**config.mk**
```make
export PLATFORM = sky130hd
export DESIGN_NAME = cdb_rr_arbiter
export DESIGN_NICKNAME = d
export VERILOG_FILES = /design/src/rtl/cdb_rr_arbiter.sv
export SDC_FILE = /design/constraint.sdc
export NUM_CORES = 1
export LEC_CHECK = 0
export CORE_MARGIN = 5
export CORE_UTILIZATION = 31
export CTS_CLUSTER_DIAMETER = 200
export DETAILED_ROUTE_END_ITERATION = 12
export GPL_TIMING_DRIVEN = 0
export PLACE_DENSITY = 0.79
export SYNTH_ARGS = -nofsm -noshare
export SYNTH_HDL_FRONTEND = slang
export SYNTH_SLANG_ARGS = --single-unit
export TNS_END_PERCENT = 5
```
**constraint.sdc**
```tcl
create_clock -name clk -period 1.8 [get_ports clk]
set_input_delay 0.18 -clock clk [delete_from_list [all_inputs] [get_ports clk]]
set_output_delay 0.18 -clock clk [all_outputs]
set_load 0.05 [all_outputs]
```
**src/rtl/cdb_rr_arbiter.sv**
```systemverilog
// Round-robin arbiter that drives one registered common-data-bus slot from N_REQ producers.
// Latency: one cycle from the accepting edge to out_valid/out_data/out_src.
// Backpressure: out_ready=0 with a held beat stalls everything and no req_ready is raised; flush drops the beat.
module cdb_rr_arbiter #(
    parameter int WIDTH     = 32,
    parameter int N_REQ     = 4,
    localparam int SRC_WIDTH = $clog2(N_REQ)
) (
    input  logic                   clk,
    input  logic                   rst_aL,
    input  logic                   flush,
    input  logic [N_REQ-1:0]       req_valid,
    input  logic [N_REQ*WIDTH-1:0] req_data,
    output logic [N_REQ-1:0]       req_ready,
    output logic                   out_valid,
    output logic [WIDTH-1:0]       out_data,
    output logic [SRC_WIDTH-1:0]   out_src,
    input  logic                   out_ready
);

    logic                 out_valid_q, out_valid_d;
    logic [WIDTH-1:0]     out_data_q,  out_data_d;
    logic [SRC_WIDTH-1:0] out_src_q,   out_src_d;
    logic [SRC_WIDTH-1:0] ptr_q,       ptr_d;

    logic                 load_en;
    logic                 any_req;
    logic                 grant_en;
    logic [SRC_WIDTH-1:0] gnt_idx;

    assign load_en  = !out_valid_q || out_ready;
    assign any_req  = |req_valid;
    // A grant is only issued when the slot can actually take the beat this edge.
    assign grant_en = load_en && any_req && !flush && rst_aL;

    // Rotating priority search: first valid requester at or after ptr, wrapping at N_REQ-1.
    always_comb begin
        int  idx;
        logic found;
        gnt_idx = '0;
        found   = 1'b0;
        idx     = 0;
        for (int k = 0; k < N_REQ; k++) begin
            idx = int'(ptr_q) + k;
            if (idx >= N_REQ) begin
                idx = idx - N_REQ;
            end
            if (!found && req_valid[idx]) begin
                found   = 1'b1;
                gnt_idx = SRC_WIDTH'(idx);
            end
        end
    end

    // One-hot accept towards the winning requester; the same decode picks the payload.
    always_comb begin
        req_ready = '0;
        if (grant_en) begin
            req_ready[gnt_idx] = 1'b1;
        end
    end

    // Next-state for the output slot and the priority pointer.
    always_comb begin
        out_valid_d = out_valid_q;
        out_data_d  = out_data_q;
        out_src_d   = out_src_q;
        ptr_d       = ptr_q;
        if (flush) begin
            out_valid_d = 1'b0;
        end else if (load_en && any_req) begin
            out_valid_d = 1'b1;
            out_data_d  = req_data[int'(gnt_idx)*WIDTH +: WIDTH];
            out_src_d   = gnt_idx;
            ptr_d       = (gnt_idx == SRC_WIDTH'(N_REQ-1)) ? '0 : gnt_idx + 1'b1;
        end else if (load_en) begin
            out_valid_d = 1'b0;
        end
    end

    // Output slot and pointer registers with synchronous active-low reset.
    always_ff @(posedge clk) begin
        if (!rst_aL) begin
            out_valid_q <= 1'b0;
            out_data_q  <= '0;
            out_src_q   <= '0;
            ptr_q       <= '0;
        end else begin
            out_valid_q <= out_valid_d;
            out_data_q  <= out_data_d;
            out_src_q   <= out_src_d;
            ptr_q       <= ptr_d;
        end
    end

    assign out_valid = out_valid_q;
    assign out_data  = out_data_q;
    assign out_src   = out_src_q;

endmodule

```
==> out/qor.csv <==
metric,value,unit
Synth Warn #,0,
total power,3.044,mW
clock sinks,37,
register area share after synthesis,32.37,%
Via density,5.254,
Core ar.,7214,sq um
Final Cycle Share,118.8,%
Post-Syn Nets,436,
Slew @ Worst Pin,0.5365,ns
f_max,467.5,MHz
Slew HR,64.12,%
end of the worst register-to-register path,out_data[26],
"Slew Viols, Final",0,
most frequent cells in the layout,"165 x clkdlybuf4s50_1, 66 x nand2_1, 35 x dfxtp_1, 34 x o21ai_0, 33 x and3_1",
CP startpoint kind,flip-flop,
DIE WIDTH,95.92,um
Clock Latency Late Sink,0.29,ns
max incr delay on CP,0.37,ns
Final Non-Filler Cells,587,
synthesized instance count,298,
slack of the worst reg-to-reg path,-0.04,ns
largest net degree at the start of global routing,11,
Syn Area/Cell,7.679,sq um
Worst Setup EP,req_ready[2],
first-pass GRT wire length,15950,um
dpl ws,-1.372,ns
Final TNS setup,-1.106,ns
first-iteration detailed-routing DRC count,115,
Setup Skew,0.01118,ns
Placer Congestion,0.8481,
met1 Usage GRT,25.45,%
met3 usage,7.819,%
Ports,175,
"commonest non-fill, non-tap cell in the layout",clkdlybuf4s50_1,
fin worst setup slack,-0.3390,ns
fin nets,625,
#FFs+latches synth,37,
initial antenna violation count,0,
final core utilization,62.00,%
Worst Hold Class,input pin to flip-flop,
GRT met2 Usage,38.74,%
"Remaining Overflow, GRT",0,
Post-DP HPWL,7976,um
CP Class,flip-flop to output pin,
Pwr Density,680.5,nW/um^2
RSZ-0062 raised after global routing,yes,
Worst Setup End Kind,output pin,
max-cap viol count,0,
status,"complete, but fails checks",
setup violators final,14,
ANT cells,0,
Root Buffer,clkbuf_8,
CP dominant cell by count,buf_8,
crit-path max FO,4,
post-layout minimum cycle time,2.139,ns
origin of the critical flop-to-flop path,ptr_q[1],
CP Cell Sequence,mux2_4 > nand2_4 > and2_4 > inv_4 > buf_8 > buf_8 > ha_4 > and3_4 > buf_8,
Mapped Area,2288,sq um
TritonCTS clock tree,yes,
CP required,1.62,ns
Max Buffers Root-to-Sink,2,
final WL,10300,um
FF-to-FF path depth,9,
peak supply drop,0.3807,mV
leakage power,1.717,nW
post-route ant nets,0,
violated checks,setup timing,
Port Buffers,173,
via count of the first global-routing pass,3241,
Initial Util,31.72,%
Hold Buf Count CTS,0,
share of cells above drive strength 1,14.55,%
Max H-tree Level,2,
Die Span Y,95.92,um
GR peak layer,met2,
final hold violation count,0,
CP Launch Point,ptr_q[1],
Vias,3084,
WP data arrival,1.96,ns
num rows,31,
synth-to-layout area growth,95.46,%
Detailed Routing Iterations Pass 1,4,
total track usage,22.31,%
Placed Cells,570,
# DRC,0,
"Reg clk slew, reported paths",0.07,ns
CP max stage cell,dfxtp_4,
WL/cell,17.55,um
filler cell count,680,
CTS Buf Count,5,
hold_sp,rst_aL,
"Distinct cells, synth",28,
die footprint,9201,sq um
[sequential cells by signal (all words and copies together), names as in the netlist]
signal,count
out_src,2
out_valid,1
ptr_q,2
out_data,32
[synthesized netlist by cell type, drive strengths merged]
master   instances  area, sq um
nor2             1        3.750
nor3             3        20.02
inv              3        13.77
nor2b            7        43.79
a21oi            2        10.01
mux2i            1        10.01
ha               2        25.02
o21ai           34        170.2
a21bo            1        10.01
a311oi          32        280.3
nand2           67        251.5
nor4             1        6.260
mux2             1        11.26
clkbuf          17        63.81
a211oi          32        240.2
a21boi           1        7.510
buf             15        108.9
o21a             1        7.510
a221o            1        10.01
and2             2        12.51
dfxtp           37        740.7
a2bb2oi          1        15.01
and3            35        219.0
nor3b            1        7.510
[report_power, final]
part           total (mW)  switching, mW  leakage [nW]  internal (mW)
logic                1.52          0.820          1.37          0.697
clock network       0.569          0.294        0.0395          0.276
registers           0.957         0.0480         0.308          0.909
total                3.04           1.16          1.72           1.88
[worst min-delay path by stage]
stage | depth (start not counted) | endpoint | slack [ns]
finish | 2 | out_src[1] | 0.27
floorplan | 1 | out_valid | 0.25
CTS | 2 | out_src[1] | 0.27
global route | 2 | out_src[1] | 0.31
detailed placement | 2 | out_src[0] | 0.52
global placement | 2 | out_src[0] | 0.51
[cell families after synthesis]
family          count (synthesis)  share of synthesized area (%)
compound gates                105                          32.80
fa+ha+maj                       2                          1.093
buf+inv                        35                          8.147
flops                          37                          32.37
mux                             2                         0.9295
simple gates                  117                          24.66
[layout make-up]
class                           count  area [sq um]  share of cell area [%]
Clock buffer                        8         80.08                   1.790
Multi-Input combinational cell    226          1490                   33.31
Timing Repair Buffer              183          1807                   40.39
Tap cell                           99         123.9                   2.769
Buffer                             31         212.7                   4.755
Sequential cell                    37         745.7                   16.67
Inverter                            3         13.76                  0.3077
[layer usage]
layer / share of wire [%] / vias to the layer above
met4: 2.7 / 0
li1: - / 1494
met3: 9.0 / 22
met5: 0 / -
met1: 39 / 1421
met2: 49 / 147
[critical path: cells and delay by family, from the launching register on]
kind | cells | cell delay (ns)
and+or+nand+nor | 3 | 0.43
buffers and inverters | 4 | 0.41
DFF | 1 | 0.37
muxes | 1 | 0.32
adders and majority gates | 1 | 0.15
[timing repair]
item | in CTS | in global routing
setup endpoints to repair | 39 | 36
resized for setup | 60 | 16
buffers inserted | 9 | 1
pin swaps | 4 | 5
cloned | 0 | 0
[metrics by stage]
step                hold slack (ns)  instance area [sq um]
finish                       0.2725                   4473
global route                 0.3086                   4473
CTS                          0.2726                   4425
detailed placement           0.5227                   4190
global placement             0.5077                   4190
floorplan                    0.2487                   2335
Note: power is estimated with default switching activity, not from simulation.
==> variant (config.mk and constraints unchanged) <==
Make the reset (`rst_aL`) asynchronous in one clocked block. Comments in the files are not updated.
--- a/src/rtl/cdb_rr_arbiter.sv
+++ b/src/rtl/cdb_rr_arbiter.sv
@@ -79,7 +79,7 @@
     end
 
     // Output slot and pointer registers with synchronous active-low reset.
-    always_ff @(posedge clk) begin
+    always_ff @(posedge clk or negedge rst_aL) begin
         if (!rst_aL) begin
             out_valid_q <= 1'b0;
             out_data_q  <= '0;
Behaviour: differs if rst_aL is asserted again (counterexample within 4 cycles, from zero or initial values and one cycle with rst_aL low); with rst_aL held inactive, the same outputs for 10 cycles.
==> variant against the unedited design <==
- the flow still finishes with violations (negative setup slack)
- count of clock-buffer cells in the layout fell by 1
- worst setup slack got worse by 0.061 ns
- design area is 10% higher
- routed wire length grew 4.7%
- sequential cell count unchanged
- area after synthesis is 17% higher
- critical endpoint unchanged
Power is not compared: it rests on default switching activity, and its combinational part moved more than twofold at a synthesized area within 25%.
==> variant: results (changes against the unedited design) <==
[status]
violations_in_the_final_reports = negative setup slack
status = finished with violations

[layout]
design.final.nets = 624  ; -0.16%
fill_cells = 724  ; +6.5%
instances_no_fill = 592  ; +0.85%
layout-drive-gt1-share_pct = 17.7  ; +3.1 points

[route]
via_per_inst = 5.12  ; -2.5%
detailroute.wirelength.met3_um = 937  ; +1.2%
wire_per_inst_um = 18.2  ; +3.8%
detailroute.wirelength.met2_mm = 5.60  ; +11%
route.layer.met1.wl_mm = 4.10  ; +1.3%

[floorplanning]
core.rowCount = 33  ; +6.5%

[synthesis]
proportion_of_synthesized_chip_area_in_sequential_cells_pct = 34.7  ; +2.3 points
asyncSetResetFlopFracSynth_pct = 100  ; +100 points
synthCells = 295  ; -1.0%

[sta]
timing.final.setup_violations = 37  ; +23
fin_ws_ns = -0.400  ; -0.0608 ns
tightest_slew_ns = 0.930  ; +0.393 ns

[global_routing]
grt_util_met3_pct = 4.33  ; -3.5 points
groute.layer.met1.usage_pct = 23.4  ; -2.1 points
number_of_global_route_vias_before_repair = 3277  ; +1.1%

[placement]
place.detailed.hpwl_mm = 8.16  ; +2.3%
place.port_buffers = 174  ; +0.58%

[worst_setup_path]
setup.reg_to_reg.worst_slack_ns = -0.35  ; -0.31 ns
timing.critical_path.fanout_max = 5  ; +1

## variant: changes by cell type after synthesis, moves of 4 or more
cell / before / now
sky130_fd_sc_hd__dfxtp_1: 37 / 0
sky130_fd_sc_hd__o21ai_0: 34 / 2
sky130_fd_sc_hd__mux2i_1: 1 / 32
sky130_fd_sc_hd__inv_1: 2 / 33
sky130_fd_sc_hd__a211oi_1: 32 / 36
sky130_fd_sc_hd__a211oi_2: 0 / 28
sky130_fd_sc_hd__dfrtp_1: 0 / 37
sky130_fd_sc_hd__a311oi_1: 32 / 0
sky130_fd_sc_hd__nor2_1: 1 / 39
sky130_fd_sc_hd__nor2b_1: 7 / 3
sky130_fd_sc_hd__a31oi_1: 0 / 32
sky130_fd_sc_hd__and3_1: 35 / 3
sky130_fd_sc_hd__nand2_1: 67 / 7
## variant: final timing paths
| check | from | endpoint | cells past startpoint |
|---|---|---|---|
| max reg2reg | out_valid | out_data[13] | 7 |
| max in group asynchronous | rst_aL | out_valid | 1 |
| min | rst_aL | out_valid | 1 |
| min in group clk | out_src[1] | out_src[1] | 2 |
| max | ptr_q[1] | req_ready[2] | 9 |
| min reg2reg | out_src[1] | out_src[1] | 2 |
## variant: through the flow
stage	setup TNS (ns)	worst slack, ns	hold slack (ns)	cell area, sq um
after detailed placement	-36.34	-1.66	0.363	4560
final	-10.65	-0.400	0.0231	4930
after global routing	-12.95	-0.485	0.109	4930
after CTS	-11.27	-0.388	0.0556	4910
after floorplan	-13.76	-0.391	-0.116	2690
after global placement	-52.04	-1.64	0.466	4560
## variant: power breakdown
| group | leakage (nW) | switching, mW | internal, mW |
|---|---|---|---|
| sequential | 0.411 | 0.190 | 1.15 |
| combinational | 1.57 | 2.28 | 1.53 |
| clock | 0.0585 | 0.308 | 0.452 |
| total | 2.04 | 2.78 | 3.13 |
## variant: cell families after synthesis
logic type	after synthesis	synth area share, %
flops	37	34.7
compound gates	102	32.0
simple gates	61	10.5
mux	32	12.0
fa+ha+maj	2	0.938
buf+inv	61	9.80
## variant: worst max-delay path: stages (launching register included)
cell and delay, ns:
sky130_fd_sc_hd__dfrtp_1 0.43, sky130_fd_sc_hd__nand2b_4 0.16, sky130_fd_sc_hd__a21o_4 0.21, sky130_fd_sc_hd__and3_4 0.17, sky130_fd_sc_hd__buf_6 0.13, sky130_fd_sc_hd__inv_6 0.06
sky130_fd_sc_hd__buf_12 0.08, sky130_fd_sc_hd__ha_2 0.15, sky130_fd_sc_hd__and3_4 0.18, sky130_fd_sc_hd__buf_8 0.15
## variant: area by class of cell
cell class	count	area (sq um)	share of cell area, %
plain buffers	27	226	4.60
clock buffers	7	86.3	1.75
clock inverters	1	30.0	0.610
inverters	34	133	2.69
multi-input cells	197	1580	32.1
flip-flops and latches	37	927	18.8
well taps	105	131	2.67
repair buffers	184	1810	36.8
